$ cat src/rtl/umi_packet_codec.sv
// Registered UMI packet codec: independent pack and unpack paths, one register stage each.
// Optional size checking is enabled by defining UMI_CODEC_SIZE_CHECK_EN (adds pk_err/up_err).
module umi_packet_codec #(
    parameter bit RESET_CLEAR = 1'b1
) (
    input  logic         clk,
    input  logic         rst,
    input  logic         pk_valid,
    input  logic         pk_write,
    input  logic [6:0]   pk_command,
    input  logic [3:0]   pk_size,
    input  logic [19:0]  pk_options,
    input  logic         pk_burst,
    input  logic [63:0]  pk_dstaddr,
    input  logic [63:0]  pk_srcaddr,
    input  logic [255:0] pk_data,
    output logic [255:0] pk_packet,
    output logic         pk_packet_valid,
`ifdef UMI_CODEC_SIZE_CHECK_EN
    output logic         pk_err,
    output logic         up_err,
`endif
    input  logic         up_valid,
    input  logic [255:0] up_packet,
    input  logic         up_burst,
    output logic         up_out_valid,
    output logic         up_write,
    output logic [6:0]   up_command,
    output logic [3:0]   up_size,
    output logic [19:0]  up_options,
    output logic [63:0]  up_dstaddr,
    output logic [63:0]  up_srcaddr,
    output logic [255:0] up_data
);

    logic [255:0] pk_packet_d, pk_packet_q;
    logic         pk_valid_q;

    logic         up_valid_q;
    logic         up_write_d, up_write_q;
    logic [6:0]   up_command_d, up_command_q;
    logic [3:0]   up_size_d, up_size_q;
    logic [19:0]  up_options_d, up_options_q;
    logic [63:0]  up_dstaddr_d, up_dstaddr_q;
    logic [63:0]  up_srcaddr_d, up_srcaddr_q;
    logic [255:0] up_data_d, up_data_q;

    // Burst packets carry raw data only; header fields are not encoded.
    always_comb begin
        pk_packet_d = pk_data;
        if (!pk_burst) begin
            pk_packet_d = {pk_data[95:0], pk_srcaddr, pk_dstaddr,
                           pk_options, pk_size, pk_command, pk_write};
        end
    end

    always_comb begin
        up_write_d   = 1'b0;
        up_command_d = '0;
        up_size_d    = '0;
        up_options_d = '0;
        up_dstaddr_d = '0;
        up_srcaddr_d = '0;
        up_data_d    = up_packet;
        if (!up_burst) begin
            up_write_d   = up_packet[0];
            up_command_d = up_packet[7:1];
            up_size_d    = up_packet[11:8];
            up_options_d = up_packet[31:12];
            up_dstaddr_d = up_packet[95:32];
            up_srcaddr_d = up_packet[159:96];
            up_data_d    = {160'b0, up_packet[255:160]};
        end
    end

    always_ff @(posedge clk) begin
        if (rst) begin
            pk_valid_q <= 1'b0;
            if (RESET_CLEAR) pk_packet_q <= '0;
        end else begin
            pk_valid_q <= pk_valid;
            if (pk_valid) pk_packet_q <= pk_packet_d;
        end
    end

    // With RESET_CLEAR = 0 the field registers keep their contents through reset.
    always_ff @(posedge clk) begin
        if (rst) begin
            up_valid_q <= 1'b0;
            if (RESET_CLEAR) begin
                up_write_q   <= 1'b0;
                up_command_q <= '0;
                up_size_q    <= '0;
                up_options_q <= '0;
                up_dstaddr_q <= '0;
                up_srcaddr_q <= '0;
                up_data_q    <= '0;
            end
        end else begin
            up_valid_q <= up_valid;
            if (up_valid) begin
                up_write_q   <= up_write_d;
                up_command_q <= up_command_d;
                up_size_q    <= up_size_d;
                up_options_q <= up_options_d;
                up_dstaddr_q <= up_dstaddr_d;
                up_srcaddr_q <= up_srcaddr_d;
                up_data_q    <= up_data_d;
            end
        end
    end

`ifdef UMI_CODEC_SIZE_CHECK_EN
    logic pk_err_q, up_err_q;

    // Size above 3 means more than 8 bytes, which the header data field cannot describe.
    always_ff @(posedge clk) begin
        if (rst) begin
            pk_err_q <= 1'b0;
            up_err_q <= 1'b0;
        end else begin
            pk_err_q <= pk_valid && !pk_burst && (pk_size > 4'd3);
            up_err_q <= up_valid && !up_burst && (up_packet[11:8] > 4'd3);
        end
    end

    assign pk_err = pk_err_q;
    assign up_err = up_err_q;
`endif

    assign pk_packet       = pk_packet_q;
    assign pk_packet_valid = pk_valid_q;
    assign up_out_valid    = up_valid_q;
    assign up_write        = up_write_q;
    assign up_command      = up_command_q;
    assign up_size         = up_size_q;
    assign up_options      = up_options_q;
    assign up_dstaddr      = up_dstaddr_q;
    assign up_srcaddr      = up_srcaddr_q;
    assign up_data         = up_data_q;

endmodule

$ cat config.mk
export PLATFORM = sky130hd
export DESIGN_NAME = umi_packet_codec
export DESIGN_NICKNAME = d
export VERILOG_FILES = /design/src/rtl/umi_packet_codec.sv
export SDC_FILE = /design/constraint.sdc
export NUM_CORES = 2
export LEC_CHECK = 0
export ABC_CLOCK_PERIOD_IN_PS = 1900
export CORE_AREA = 2 2 524 526
export CTS_BUF_LIST = sky130_fd_sc_hd__clkbuf_8
export DETAILED_ROUTE_END_ITERATION = 8
export DIE_AREA = 0 0 526 528
export PLACE_DENSITY_LB_ADDON = 0.15
export SYNTH_ARGS = -nofsm -noshare
export SYNTH_HDL_FRONTEND = slang
export SYNTH_SLANG_ARGS = --single-unit
$ cat constraint.sdc
create_clock -name clk -period 1.9 [get_ports clk]
set_input_delay 0.475 -clock clk [delete_from_list [all_inputs] [get_ports clk]]
set_output_delay 0.475 -clock clk [all_outputs]
set_load 0.01 [all_outputs]
==> metrics.txt <==
Die X 526 um; Avg Inst Size Synth between 9 and 10 um^2; Clock Sinks between 600 and 700; switching share of total power a little over 30%; maximum clock path buffer count 4; leak pwr ~21 nW; r2r startpoint pk_packet[26]; grt ovf 0; clk slew on worst S/H paths 0.06 ns; Setup WS pre-CTS -0.197 ns; RSZ-0062 raised after global routing true; Final Hold Fails 0; gp weighted congestion 0.808; antenna viol nets, final 0; shortest period the worst path allows 1.95 ns; highest-count cells in the layout ignoring fill and taps clkdlybuf4s50_1 (672), buf_6 (652), dfxtp_2 (598); HPWL after DPL 166000 um; drt drc 0; die height between 500 and 600 um; Rows approximately 190; kind of critical path flip-flop to primary output; Max VDD drop 0.458 mV; Vias/cell roughly 3.5; Worst Setup SP up_data[10]; GRT Total Usage between 10% and 20%; status finished, violations left; Logic pwr share between 20% and 30%; Die ar. between 200000 and 300000 um^2; vias between 20k and 30k; Int Power ~0.029 W; largest net degree at the start of global routing approximately 110; top-area cell type share of the netlist area 46.9%; initial antenna violation count 89; TritonRoute pass-1 iters 4; PnR worst setup slack -0.0540 ns; worst hold path type input pin to flip-flop; largest cells by area after synthesis dfxtp_1 (47%), mux2i_1 (12%), a211oi_1 (7.5%), nand2b_1 (7.0%), a21oi_1 (5.6%); commonest non-fill, non-tap cell in the layout clkdlybuf4s50_1; critical path depth 1; Critical Path RT about 1.4 ns; slowest stage cell on the critical path dfxtp_4; worst path cell trace buf_6; Achievable Freq 0.512 GHz; Worst path max stage delay 0.42 ns; clock power share 41.4%; DR WL/cell ~25 um; Clock Root Buffer clkbuf_8; port bufs roughly 1.4k; failing checks setup timing; crit path DAT approximately 1.5 ns; Seq pwr share between 30% and 40%; Slew Viols, Final 0; CTS Buf Count about 150; CTS tree done; critical path endpoint up_data[10]; first-pass GRT wire length 270000 um; Slew HR about 60%; worst r2r path cells 4; I/O pin count 1352; # setup viols final 8; Crit path buffers/inverters 1; Synth Warn # 0; R2R setup slack ~0.94 ns; crit start category flip-flop; final WL between 200000 and 250000 um; CP Max Fanout 2; Post-Syn Area ~29000 um^2; Net count, final 5310; H-tree Lvls 4; slew of the pin with the lowest slew margin 0.578 ns; post-synthesis register bit count just under 700; Iter 0 DRT Violations 1287; P&R area growth vs syn 87.6%; layout cells sized above 1 a little over two fifths; Net Switching between 0.01 and 0.015 W; crit share post-route 103%; setup TNS -0.151 ns; Unique masters post-synth 17; clock latency on the worst-skew pair between 0.8 and 0.9 ns; Fill cells just over 30k; reg2reg end pk_packet[26]; crit-path leading delay family flip-flops; Setup crit end kind primary output; Synthesized Nets 3670; Clock Skew 0 ns; Core Region ~270000 um^2; Seq/Total Area, Yosys 46.9%; Power Density ~760 nW/um^2; Max-Cap Viols 0; cell taking the most area after synthesis dfxtp_1; Util after Layout 19.8%; vias in the first global route 29.7k; Syn Inst Count roughly 3k; initial core utilization a little over a tenth
final cells by class:
cell class                      count  area, um^2  area share, %
Antenna cell                       21        52.6         0.0973
Clock buffer                      182        2500           4.64
Clock inverter                     76         447          0.827
Multi-Input combinational cell   2018       13400           24.9
Sequential cell                   674       14500           26.9
Tap cell                         3589        4490           8.32
Timing Repair Buffer             1784       18600           34.4
flip-flops by register name, indices dropped and copies added (netlist names):
register	flops
up_srcaddr	64
up_data	256
up_size	4
up_options	20
up_write	1
up_command	7
pk_packet_valid	1
up_out_valid	1
pk_packet	256
up_dstaddr	64
routing by layer:
layer	wire length, um	GRT usage (%)
met1	78000	15.1
met2	103000	25.2
met3	20000	6.30
met4	4700	3.15
met5	363	0
worst min path at each step:
| stage | startpoint | end | depth (start not counted) |
|---|---|---|---|
| 3_3_place_gp | up_data[101] | up_data[101] | 2 |
| 3_5_place_dp | up_dstaddr[5] | up_dstaddr[5] | 2 |
| 5_1_grt | up_packet[128] | up_srcaddr[32] | 3 |
| 4_1_cts | up_packet[2] | up_command[1] | 3 |
| 2_1_floorplan | up_data[255] | up_data[255] | 2 |
| 6_report | pk_valid | pk_packet[184] | 4 |
cells in the mapped netlist:
cell	count
nor2b_1	2
buf_6	4
nand3_1	160
buf_4	8
dfxtp_1	674
clkbuf_1	127
buf_8	10
a21oi_1	320
nor2_1	352
buf_12	26
buf_2	117
nand2b_1	320
a211oi_2	63
nand3b_1	160
mux2i_1	352
buf_1	8
a211oi_1	289
cells by family after synthesis:
kind of cell	after synthesis	share of synthesized area (%)
and+or+nand+nor	994	18.5
muxes	352	12.2
buffers and inverters	300	6.49
AOI/OAI and AO/OA	672	15.8
DFF	674	46.9
timing repair:
| item | 4_1_cts | 5_1_grt |
|---|---|---|
| endpoints found under the hold margin | 100 | 0 |
| cloned | 0 | 0 |
| endpoints found under the setup margin | 674 | 666 |
| resized for setup | 4430 | 9 |
| setup buffers | 98 | 142 |
| hold buffers | 8 | 0 |
per-stage QoR:
| step | hold WS [ns] | cells | power (W) | cell area [um^2] |
|---|---|---|---|---|
| 4_1_cts | 0.000253 | 8181 | 0.0423 | 52900 |
| 5_1_grt | 0.0657 | 8330 | 0.0434 | 54000 |
| 3_3_place_gp | 0.454 | 7818 | 0.0238 | 47200 |
| 3_5_place_dp | 0.457 | 7818 | 0.0238 | 47200 |
| 2_1_floorplan | 0.489 | 2992 | 0.0185 | 28800 |
| 6_report | 0.160 | 8344 | 0.0412 | 54000 |
power groups by stage:
stage / clock [W] / sequential [W] / combinational, W
finish: 0.0171 / 0.0158 / 0.00834
global route: 0.0186 / 0.0159 / 0.00890
floorplan: 0 / 0.0160 / 0.00248
global placement: 0 / 0.0158 / 0.00797
CTS: 0.0181 / 0.0158 / 0.00831
detailed placement: 0 / 0.0158 / 0.00794
Power figures use the tool's default switching activity.
